File: src/rtl/jt49_seq_pkg.sv
`default_nettype none
// ============================================================================
// Module      : jt49_seq_pkg
// Description : Shared definitions for the jt49 upstream bus sequencer:
//               FSM state encoding, AY-3-8910 bus-mode codes ({bdir,bc1})
//               and the phase down-counter width.
// Revision    : 1.0 - initial release
// ============================================================================
package jt49_seq_pkg;

    // Width of the phase-length down-counter (HOLD/GAP up to 15).
    localparam int CNT_W = 4;

    typedef enum logic [2:0] {
        S_IDLE  = 3'd0,
        S_LATCH = 3'd1,
        S_GAP1  = 3'd2,
        S_XFER  = 3'd3,
        S_GAP2  = 3'd4
    } state_t;

    // Bus modes, encoded as {bdir, bc1}.
    localparam logic [1:0] INACT = 2'b00;
    localparam logic [1:0] READ  = 2'b01;
    localparam logic [1:0] WRITE = 2'b10;
    localparam logic [1:0] LATCH = 2'b11;

endpackage
`default_nettype wire

File: src/rtl/jt49_bus_seq.sv
`default_nettype none
// ============================================================================
// Module      : jt49_bus_seq
// Description : Turns single-beat register read/write requests into
//               AY-3-8910 style BDIR/BC1/DA bus cycles for jt49_bus.
//               Sequence: [LATCH, GAP1,] XFER, GAP2. The LATCH/GAP1 pair is
//               skipped when the address cache (CACHE=1) already holds the
//               requested register index.
// Ports       : clk, rst          - clock, async active-high reset
//               req_valid/ready   - request handshake (accepted in IDLE only)
//               req_we/addr/data  - request direction, register, write data
//               rsp_valid/data    - one-cycle read strobe, held read data
//               busy              - inverse of req_ready
//               bdir, bc1         - bus mode to jt49_bus
//               bus_dout, bus_din - data to / from jt49_bus
// Revision    : 1.0 - initial release
// ============================================================================
module jt49_bus_seq
    import jt49_seq_pkg::*;
#(
    parameter int HOLD   = 2,
    parameter int GAP    = 1,
    parameter int RD_LAT = 2,
    parameter int CACHE  = 1
) (
    input  logic       clk,
    input  logic       rst,
    input  logic       req_valid,
    output logic       req_ready,
    input  logic       req_we,
    input  logic [3:0] req_addr,
    input  logic [7:0] req_data,
    output logic       rsp_valid,
    output logic [7:0] rsp_data,
    output logic       busy,
    output logic       bdir,
    output logic       bc1,
    output logic [7:0] bus_dout,
    input  logic [7:0] bus_din
);

    if (HOLD < 1 || HOLD > 15) begin : g_chk_hold
        $error("jt49_bus_seq: HOLD must be in 1..15");
    end
    if (GAP < 1 || GAP > 15) begin : g_chk_gap
        $error("jt49_bus_seq: GAP must be in 1..15");
    end
    if (RD_LAT < 1 || RD_LAT > HOLD) begin : g_chk_rdlat
        $error("jt49_bus_seq: RD_LAT must be in 1..HOLD");
    end

    localparam logic [CNT_W-1:0] c_HOLD_LD = CNT_W'(HOLD - 1);
    localparam logic [CNT_W-1:0] c_GAP_LD  = CNT_W'(GAP - 1);
    // Counter value during the RD_LAT-th cycle of the read phase
    // (cycle 1 holds HOLD-1, so cycle k holds HOLD-k).
    localparam logic [CNT_W-1:0] c_RD_CNT  = CNT_W'(HOLD - RD_LAT);

    state_t           r_state;
    logic [CNT_W-1:0] r_cnt;
    logic             r_we;
    logic [3:0]       r_addr;
    logic [7:0]       r_data;
    logic [1:0]       r_mode;
    logic [7:0]       r_dout;
    logic             r_ready;
    logic             r_rsp_valid;
    logic [7:0]       r_rsp_data;
    logic [7:0]       r_cap;
    logic             r_cache_vld;
    logic [3:0]       r_cache_addr;

    logic             w_hit;
    logic             w_last;
    logic             w_rd_sample;
    logic [7:0]       w_rd_val;

    assign w_hit       = (CACHE != 0) && r_cache_vld && (req_addr == r_cache_addr);
    assign w_last      = (r_cnt == '0);
    assign w_rd_sample = (r_cnt == c_RD_CNT);
    // When RD_LAT == HOLD the sample cycle is also the exit cycle, so the
    // response takes bus_din directly instead of the (not yet updated) capture.
    assign w_rd_val    = w_rd_sample ? bus_din : r_cap;

    always_ff @(posedge clk or posedge rst) begin
        if (rst) begin
            r_state      <= S_IDLE;
            r_cnt        <= '0;
            r_we         <= 1'b0;
            r_addr       <= 4'h0;
            r_data       <= 8'h00;
            r_mode       <= INACT;
            r_dout       <= 8'h00;
            r_ready      <= 1'b1;
            r_rsp_valid  <= 1'b0;
            r_rsp_data   <= 8'h00;
            r_cap        <= 8'h00;
            r_cache_vld  <= 1'b0;
            r_cache_addr <= 4'h0;
        end else begin
            r_rsp_valid <= 1'b0;
            case (r_state)
                S_IDLE: begin
                    if (req_valid) begin
                        r_we    <= req_we;
                        r_addr  <= req_addr;
                        r_data  <= req_data;
                        r_ready <= 1'b0;
                        r_cnt   <= c_HOLD_LD;
                        if (w_hit) begin
                            r_state <= S_XFER;
                            r_mode  <= req_we ? WRITE : READ;
                            if (req_we) begin
                                r_dout <= req_data;
                            end
                        end else begin
                            r_state <= S_LATCH;
                            r_mode  <= LATCH;
                            r_dout  <= {4'h0, req_addr};
                        end
                    end
                end
                S_LATCH: begin
                    if (w_last) begin
                        r_cache_vld  <= 1'b1;
                        r_cache_addr <= r_addr;
                        r_state      <= S_GAP1;
                        r_mode       <= INACT;
                        r_cnt        <= c_GAP_LD;
                    end else begin
                        r_cnt <= r_cnt - 1'b1;
                    end
                end
                S_GAP1: begin
                    if (w_last) begin
                        r_state <= S_XFER;
                        r_mode  <= r_we ? WRITE : READ;
                        r_cnt   <= c_HOLD_LD;
                        if (r_we) begin
                            r_dout <= r_data;
                        end
                    end else begin
                        r_cnt <= r_cnt - 1'b1;
                    end
                end
                S_XFER: begin
                    if (!r_we && w_rd_sample) begin
                        r_cap <= bus_din;
                    end
                    if (w_last) begin
                        r_state <= S_GAP2;
                        r_mode  <= INACT;
                        r_cnt   <= c_GAP_LD;
                        if (!r_we) begin
                            r_rsp_valid <= 1'b1;
                            r_rsp_data  <= w_rd_val;
                        end
                    end else begin
                        r_cnt <= r_cnt - 1'b1;
                    end
                end
                S_GAP2: begin
                    if (w_last) begin
                        r_state <= S_IDLE;
                        r_ready <= 1'b1;
                    end else begin
                        r_cnt <= r_cnt - 1'b1;
                    end
                end
                default: begin
                    r_state <= S_IDLE;
                    r_mode  <= INACT;
                    r_ready <= 1'b1;
                end
            endcase
        end
    end

    assign req_ready = r_ready;
    assign busy      = ~r_ready;
    assign bdir      = r_mode[1];
    assign bc1       = r_mode[0];
    assign bus_dout  = r_dout;
    assign rsp_valid = r_rsp_valid;
    assign rsp_data  = r_rsp_data;

endmodule
`default_nettype wire

File: config.mk
export PLATFORM = sky130hd
export DESIGN_NAME = jt49_bus_seq
export DESIGN_NICKNAME = d
export VERILOG_FILES = /design/src/rtl/jt49_seq_pkg.sv /design/src/rtl/jt49_bus_seq.sv
export SDC_FILE = /design/constraint.sdc
export NUM_CORES = 1
export LEC_CHECK = 0
export ABC_AREA = 1
export ABC_CLOCK_PERIOD_IN_PS = 3600
export BUFFER_PORTS_ARGS = -buffer_cell sky130_fd_sc_hd__buf_2
export CAP_MARGIN = 25
export CORE_MARGIN = 3
export CORE_UTILIZATION = 50
export CTS_CLUSTER_SIZE = 28
export DETAILED_ROUTE_END_ITERATION = 10
export GPL_ROUTABILITY_DRIVEN = 1
export GPL_TIMING_DRIVEN = 0
export PLACE_DENSITY = 0.74
export SLEW_MARGIN = 20
export SYNTH_ARGS = -nofsm -noshare
export SYNTH_HDL_FRONTEND = slang
export SYNTH_SLANG_ARGS = --single-unit
export TNS_END_PERCENT = 30
File: constraint.sdc
create_clock -name clk -period 3.6 [get_ports clk]
set_clock_uncertainty 0.15 [all_clocks]
set_input_delay 0.36 -clock clk [delete_from_list [all_inputs] [get_ports clk]]
set_output_delay 0.36 -clock clk [all_outputs]
set_load 0.01 [all_outputs]
==> impl_metrics.yaml, run 1 <==
power_and_ir_drop:
  p_leak_nw: 1.42
  comb_power_share_pct: 46.3
  p_per_area_nw_per_um2: 916
  max-vdd-ir-drop_mv: 0.514
  p_switching_w: 0.000966
  intPower_w: 0.00139
  swShare_pct: 41.1
  power.clock.fraction_pct: 15.7
  p_seq_share_pct: 38.0
timing:
  fmax_ghz: 0.508
  min_period_ns: 1.97
  tns_ns: 0
  finalHoldViolCount: 0
  finalCritPeriodShare_pct: 54.7
  setup-violations-final: 0
  maxSlewViolCount: 0
  slew_headroom_pct: 68.9
  tightestPinTransition_ns: 0.462
  rsz0062_at_grt: "false"
synthesis:
  ys_ff_latch: 45
  syn_inst: 257
  yosysMostFrequentCell: "nand2_1"
  syn_nets: 282
  yosys_warnings: 0
  async_flop_share_pct: 100
  synthTopCellsByCount: "84 x nand2_1, 44 x dfrtp_1, 34 x inv_1"
  synth.area.top_cells: "dfrtp_1 51%, nand2_1 15%, mux2_2 6.3%"
  synth_cell_types: 24
  syn_area_per_cell_sq_um: 8.36
  yosysTopAreaCellShare_pct: 51.3
  yosys.area.top_type: "dfrtp_1"
  synth_ff_type: "dfrtp_1"
  netlist_area_sq_um: 2150
  yosysSeqAreaShare_pct: 52.5
  synth_edf_count: 0
floorplanning:
  rows: 23
  start_util_pct: 52.6
  core-area_sq_um: 4090
  fp.dieW_um: 71.6
  die_y_um: 71.6
  floorplan.io_pins: 45
  dieArea_sq_um: 5120
layout:
  post-route-util_pct: 62.8
  drive_above_1_share_pct: 24.5
  fin_nets: 335
  num_antenna_cells: 0
  synthToLayoutAreaGrowth_pct: 19.4
grt:
  grt_max_degree: 34
  grt_pass1_wl_mm: 7.81
  grt_pass1_vias: 1782
  grt_usage_pct: 19.2
  antenna_found_initial: 0
  grt-ovfl-total: 0
clock_tree:
  cts-root-buf: "clkbuf_8"
  numCtsBuffers: 5
  clk-insertion-delay-late_ns: 0.30
  clk_path_buf_depth: 2
  clk_pin_slew_ns: 0.09
  cts_tree: "built"
  cts_setup_buffers: 0
  clock-sinks: 45
  h-tree-depth: 2
worst_setup_path:
  end_kind: "flop"
  setup.worst_path.class: "flop to flop"
  cp-start-kind: "flop"
  reg2regPathDepth: 7
  crit_arrival_ns: 2.00
  cp.required_ns: 3.63
  crit_path_max_fanout: 8
placement:
  gp_congestion: 0.829
  hpwl_mm: 3.20
  port_buffers: 44
min_path:
  holdPathStages: 2
  hp-class: "primary input to flop"
run_status:
  outcome: "finished clean"
flow_run:
  drv_cap: 0
routing:
  wire_per_inst_um: 12.0
  drtAntennaViolNets: 0
  vias_per_cell: 5.00
  totalWireLength_mm: 4.34
  first_pass_iters: 4
  drtIter0Drc: 128
  drc: 0
  num_vias: 1799
critical path, stage by stage, from the launching register on:
cell and delay (ns):
dfrtp_1 0.40, inv_1 0.10, ha_1 0.20, nand3_2 0.18, o21ai_0 0.45, nand2_1 0.19, nor2_1 0.13, a22oi_1 0.07
final cells by class:
type,count,area [sq um]
buffer,4,25.0
clock buffer,5,68.8
clock inverter,2,35.0
fill,367,1520
inverter,36,135
multi-input combinational,172,861
sequential,45,1130
tap,50,62.6
timing repair buffer,46,250
routing by layer:
metal  wire [um]  GRT usage, %  vias to the layer above  part of all wire [%]
li1            -             -                      924                     -
met1        1970          25.1                      823                    45
met2        2090          31.7                       45                    48
met3         226          4.63                        7                   5.2
met4          45          6.05                        0                   1.0
met5           0             0                        -                     0
flip-flops by register name, indices dropped and copies added (netlist names):
name,count
rsp_valid,1
req_ready,1
r_addr,4
r_mode,2
r_state,3
r_we,1
rsp_data,8
r_cache_addr,4
bus_dout,8
r_cnt,4
r_data,8
r_cache_vld,1
power groups by stage:
stage               Combinational, W  Clock [W]  Sequential, W
floorplan                   0.000745          0       0.000935
global placement             0.00106          0       0.000888
detailed placement           0.00109          0       0.000902
CTS                          0.00110   0.000378       0.000894
global route                 0.00126   0.000400       0.000927
finish                       0.00109   0.000368       0.000894
worst paths after layout:
check / from / endpoint / slack (ns)
setup / recovery: r_cnt[0]$_DFFE_PP0P_ / r_mode[0]$_DFFE_PP0P_ / 1.63
hold / removal: bus_din[4] / rsp_data[4]$_DFFE_PP0P_ / 0.15
setup reg to reg: r_cnt[0]$_DFFE_PP0P_ / r_mode[0]$_DFFE_PP0P_ / 1.63
hold reg to reg: bus_dout[2]$_DFFE_PP0P_ / bus_dout[2]$_DFFE_PP0P_ / 0.33
max in group asynchronous: rst / req_ready$_DFFE_PP1P_ / 2.37
min in group asynchronous: rst / rsp_data[2]$_DFFE_PP0P_ / 0.40
kinds of logic after synthesis:
family	Yosys count	synth area share, %
AOI/OAI and AO/OA	36	8.79
buffers and inverters	40	7.45
muxes	12	6.29
xor gates and xnor gates	1	0.408
DFF	45	52.5
and+or+nand+nor	122	24.0
adders and majority gates	1	0.582
per-stage QoR:
step | instance area [sq um] | hold WS, ns | setup WS (ns) | total power [W] | std cells
3_5_place_dp | 2450 | 0.177 | 1.61 | 0.00199 | 352
4_1_cts | 2560 | 0.135 | 1.61 | 0.00237 | 360
2_1_floorplan | 2150 | 0.285 | 1.81 | 0.00168 | 257
6_report | 2560 | 0.147 | 1.63 | 0.00235 | 360
5_1_grt | 2560 | 0.145 | 1.40 | 0.00259 | 360
3_3_place_gp | 2430 | 0.307 | 1.46 | 0.00195 | 351
what timing repair did:
item | 4_1_cts | 5_1_grt
hold buffers | 1 | 0
hold endpoints to repair | 12 | 0
gates resized for setup | 0 | 0
placed cells by master (no fill, tap or decap):
| master | netlist | layout |
|---|---|---|
| buf_12 | 0 | 1 |
| dfstp_2 | 1 | 1 |
| xnor2_1 | 1 | 1 |
| buf_2 | 2 | 46 |
| o31ai_1 | 2 | 2 |
| nor2_2 | 1 | 1 |
| mux2_2 | 12 | 12 |
| a22oi_1 | 1 | 1 |
| ha_1 | 1 | 1 |
| bufinv_16 | 0 | 1 |
| nor3_4 | 1 | 1 |
| o21ai_0 | 20 | 20 |
| o21ai_1 | 2 | 2 |
| a21oi_1 | 10 | 10 |
| nand4_1 | 5 | 5 |
| nand3_2 | 2 | 2 |
| clkbuf_1 | 1 | 1 |
| buf_6 | 1 | 1 |
| nand2_2 | 1 | 1 |
| o22ai_1 | 1 | 1 |
| dlygate4sd3_1 | 0 | 1 |
| inv_2 | 2 | 3 |
| clkbuf_8 | 0 | 5 |
| clkinv_2 | 0 | 1 |
| nor2_1 | 16 | 16 |
| nand3_1 | 12 | 12 |
| dfrtp_1 | 44 | 44 |
| nand2_1 | 84 | 84 |
| inv_1 | 34 | 33 |
No activity file was read; power rests on OpenSTA's default activity.
==> run 2: changes to the inputs <==
Settings changed: ABC_CLOCK_PERIOD_IN_PS 3600 to 1700, CORE_UTILIZATION 50 to 49, PLACE_DENSITY 0.74 to 0.76.
Clock period 3.6 ns to 1.7 ns, I/O delays scaled along.
==> run 2 against run 1 <==
- first-iteration DRC count fell by 0.78%
- combinational power increased to 2.7 times the previous value
- die area rose by 1.9%
- clock-buffer cell count up 2
- critical path type unchanged
- the run now ends with setup timing left
- final area rose by 14%
- core utilization grew 8.4 points
- sequential cell count is the same
- largest power group unchanged
- final cell count is 7.5% higher
- highest routed layer unchanged
- global-route usage grew 0.90 points
- register-to-register slack worse by 1.7 ns
- sequential share of layout area down 5.4 points
- wire length increased by 18%
==> impl_metrics.yaml, run 2 (synthesis results as in run 1) <==
floorplanning:
  start_util_pct: 52.2
  core-area_sq_um: 4120
  rows: 23
  die_y_um: 72.2
  dieArea_sq_um: 5220
  floorplan.io_pins: 45
  fp.dieW_um: 72.2
power_and_ir_drop:
  max-vdd-ir-drop_mv: 0.975
  p_seq_share_pct: 34.8
  p_per_area_nw_per_um2: 1890
  p_switching_w: 0.00236
  p_leak_nw: 1.56
  intPower_w: 0.00318
  swShare_pct: 42.6
  power_w: 0.00554
  comb_power_share_pct: 53.8
  power.clock.fraction_pct: 11.4
placement:
  port_buffers: 44
  dp_slack_ns: -0.199
  dpl_cell_area_sq_um: 2460
  hpwl_mm: 3.21
  gp_congestion: 0.833
clock_tree:
  numCtsBuffers: 5
  cts-root-buf: "clkbuf_8"
  cts_tree: "built"
  clk_pin_slew_ns: 0.08
  clk-insertion-delay-late_ns: 0.30
  clock-sinks: 45
  clk_path_buf_depth: 2
  h-tree-depth: 2
routing:
  drtAntennaViolNets: 0
  num_vias: 1929
  drc: 0
  first_pass_iters: 4
  totalWireLength_mm: 5.12
  vias_per_cell: 4.98
  wire_per_inst_um: 13.2
  drtIter0Drc: 127
timing:
  maxSlewViolCount: 0
  tightestPinTransition_ns: 0.300
  rsz0062_at_grt: "true"
  finalWorstSetupSlack_ns: -0.0410
  min_period_ns: 1.74
  setup-violations-final: 15
  finalCritPeriodShare_pct: 102
  finalHoldViolCount: 0
  hold_ws_ns: 0.0161
  slew_headroom_pct: 79.9
  fmax_ghz: 0.574
run_status:
  violations: "setup timing"
  outcome: "complete, but fails checks"
worst_setup_path:
  setup.worst_path.class: "flop to flop"
  critPathLaunch: "r_cnt[0]$_DFFE_PP0P_"
  end_kind: "flop"
  cp_slowest_cell: "dfrtp_1"
  crit_path_max_fanout: 5
  r2r_start: "r_cnt[0]$_DFFE_PP0P_"
  cp_common_cell: "nand2_2"
  crit_arrival_ns: 1.78
  crit_chain: "inv_2 -> ha_4 -> nand3_4 -> inv_4 -> a21oi_2 -> nor2_1 -> nand2_2 -> buf_6 -> nand2_2 -> o21ai_2"
  max_stage_delay_ns: 0.39
  cp.required_ns: 1.74
  cp-start-kind: "flop"
layout:
  nFillCells: 309
  drive_above_1_share_pct: 34.4
  synthToLayoutAreaGrowth_pct: 36.3
  fin_nets: 361
  num_antenna_cells: 0
  final_area_sq_um: 2930
  final_cell_mix: "71 x nand2_1, 44 x buf_2, 43 x dfrtp_1"
  final_common_cell: "nand2_1"
min_path:
  hp-class: "primary input to flop"
  min-delay-start: "req_data[3]"
grt:
  grt_pass1_vias: 1870
  grt_max_degree: 34
  antenna_found_initial: 0
  grt-ovfl-total: 0
  grt_pass1_wl_mm: 8.23
  grt_usage_pct: 20.1
flow_run:
  drv_cap: 0
==> run 2: cell type report <==
type	instances	area (sq um)	area share (%)
Inverter	36	138	4.70
Buffer	4	31.3	1.07
Timing Repair Buffer	72	497	17.0
Clock buffer	7	76.3	2.61
Clock inverter	1	5.00	0.171
Multi-Input combinational cell	172	991	33.8
Sequential cell	45	1130	38.5
Tap cell	50	62.6	2.14
==> run 2: per-layer routing <==
metal | global-route usage (%) | wire, um | vias to the layer above
met4 | 6.26 | 69 | 0
met1 | 27.0 | 2280 | 883
met2 | 32.9 | 2550 | 59
met5 | 0 | 0 | -
met3 | 4.16 | 223 | 7
li1 | - | - | 980
==> run 2: repair_timing <==
action,in CTS,in global routing
endpoints found under the setup margin,26,37
pin swaps,1,9
hold buffers,15,0
gates cloned,0,1
gates resized for setup,8,42
setup buffers,5,6
endpoints found under the hold margin,58,0
==> run 2: power by group through the flow <==
stage	Combinational [W]	Sequential [W]	Clock, W
6_report	0.00298	0.00193	0.000632
4_1_cts	0.00252	0.00189	0.000660
5_1_grt	0.00333	0.00200	0.000693
3_5_place_dp	0.00234	0.00191	0
3_3_place_gp	0.00227	0.00188	0
2_1_floorplan	0.00160	0.00198	0
==> run 2: final timing paths <==
| check | slack [ns] | depth (start not counted) | endpoint |
|---|---|---|---|
| max in group asynchronous | 0.65 | 4 | req_ready$_DFFE_PP1P_ |
| worst min-delay path | 0.02 | 3 | r_data[3]$_DFFE_PP0P_ |
| worst max register to register | -0.04 | 10 | bus_dout[6]$_DFFE_PP0P_ |
| min in group asynchronous | 0.21 | 3 | rsp_data[6]$_DFFE_PP0P_ |
| worst max-delay path | -0.04 | 10 | bus_dout[6]$_DFFE_PP0P_ |
| worst min register to register | 0.33 | 2 | r_cache_vld$_DFFE_PP0P_ |
==> run 2: critical path: cells and delay by family, from the launching register on <==
family | cells | cell delay, ns
AOI/OAI and AO/OA | 2 | 0.10
adders and majority gates | 1 | 0.16
buffers and inverters | 3 | 0.38
DFF | 1 | 0.39
and+or+nand+nor | 4 | 0.45
==> run 2: per-stage QoR <==
step	cells	utilization (%)	TNS, ns
global placement	351	59.3	-13.56
detailed placement	352	59.8	-3.10
finish	387	71.2	-0.330
CTS	380	67.1	-0.0913
global route	387	71.2	-1.54
floorplan	257	-	0
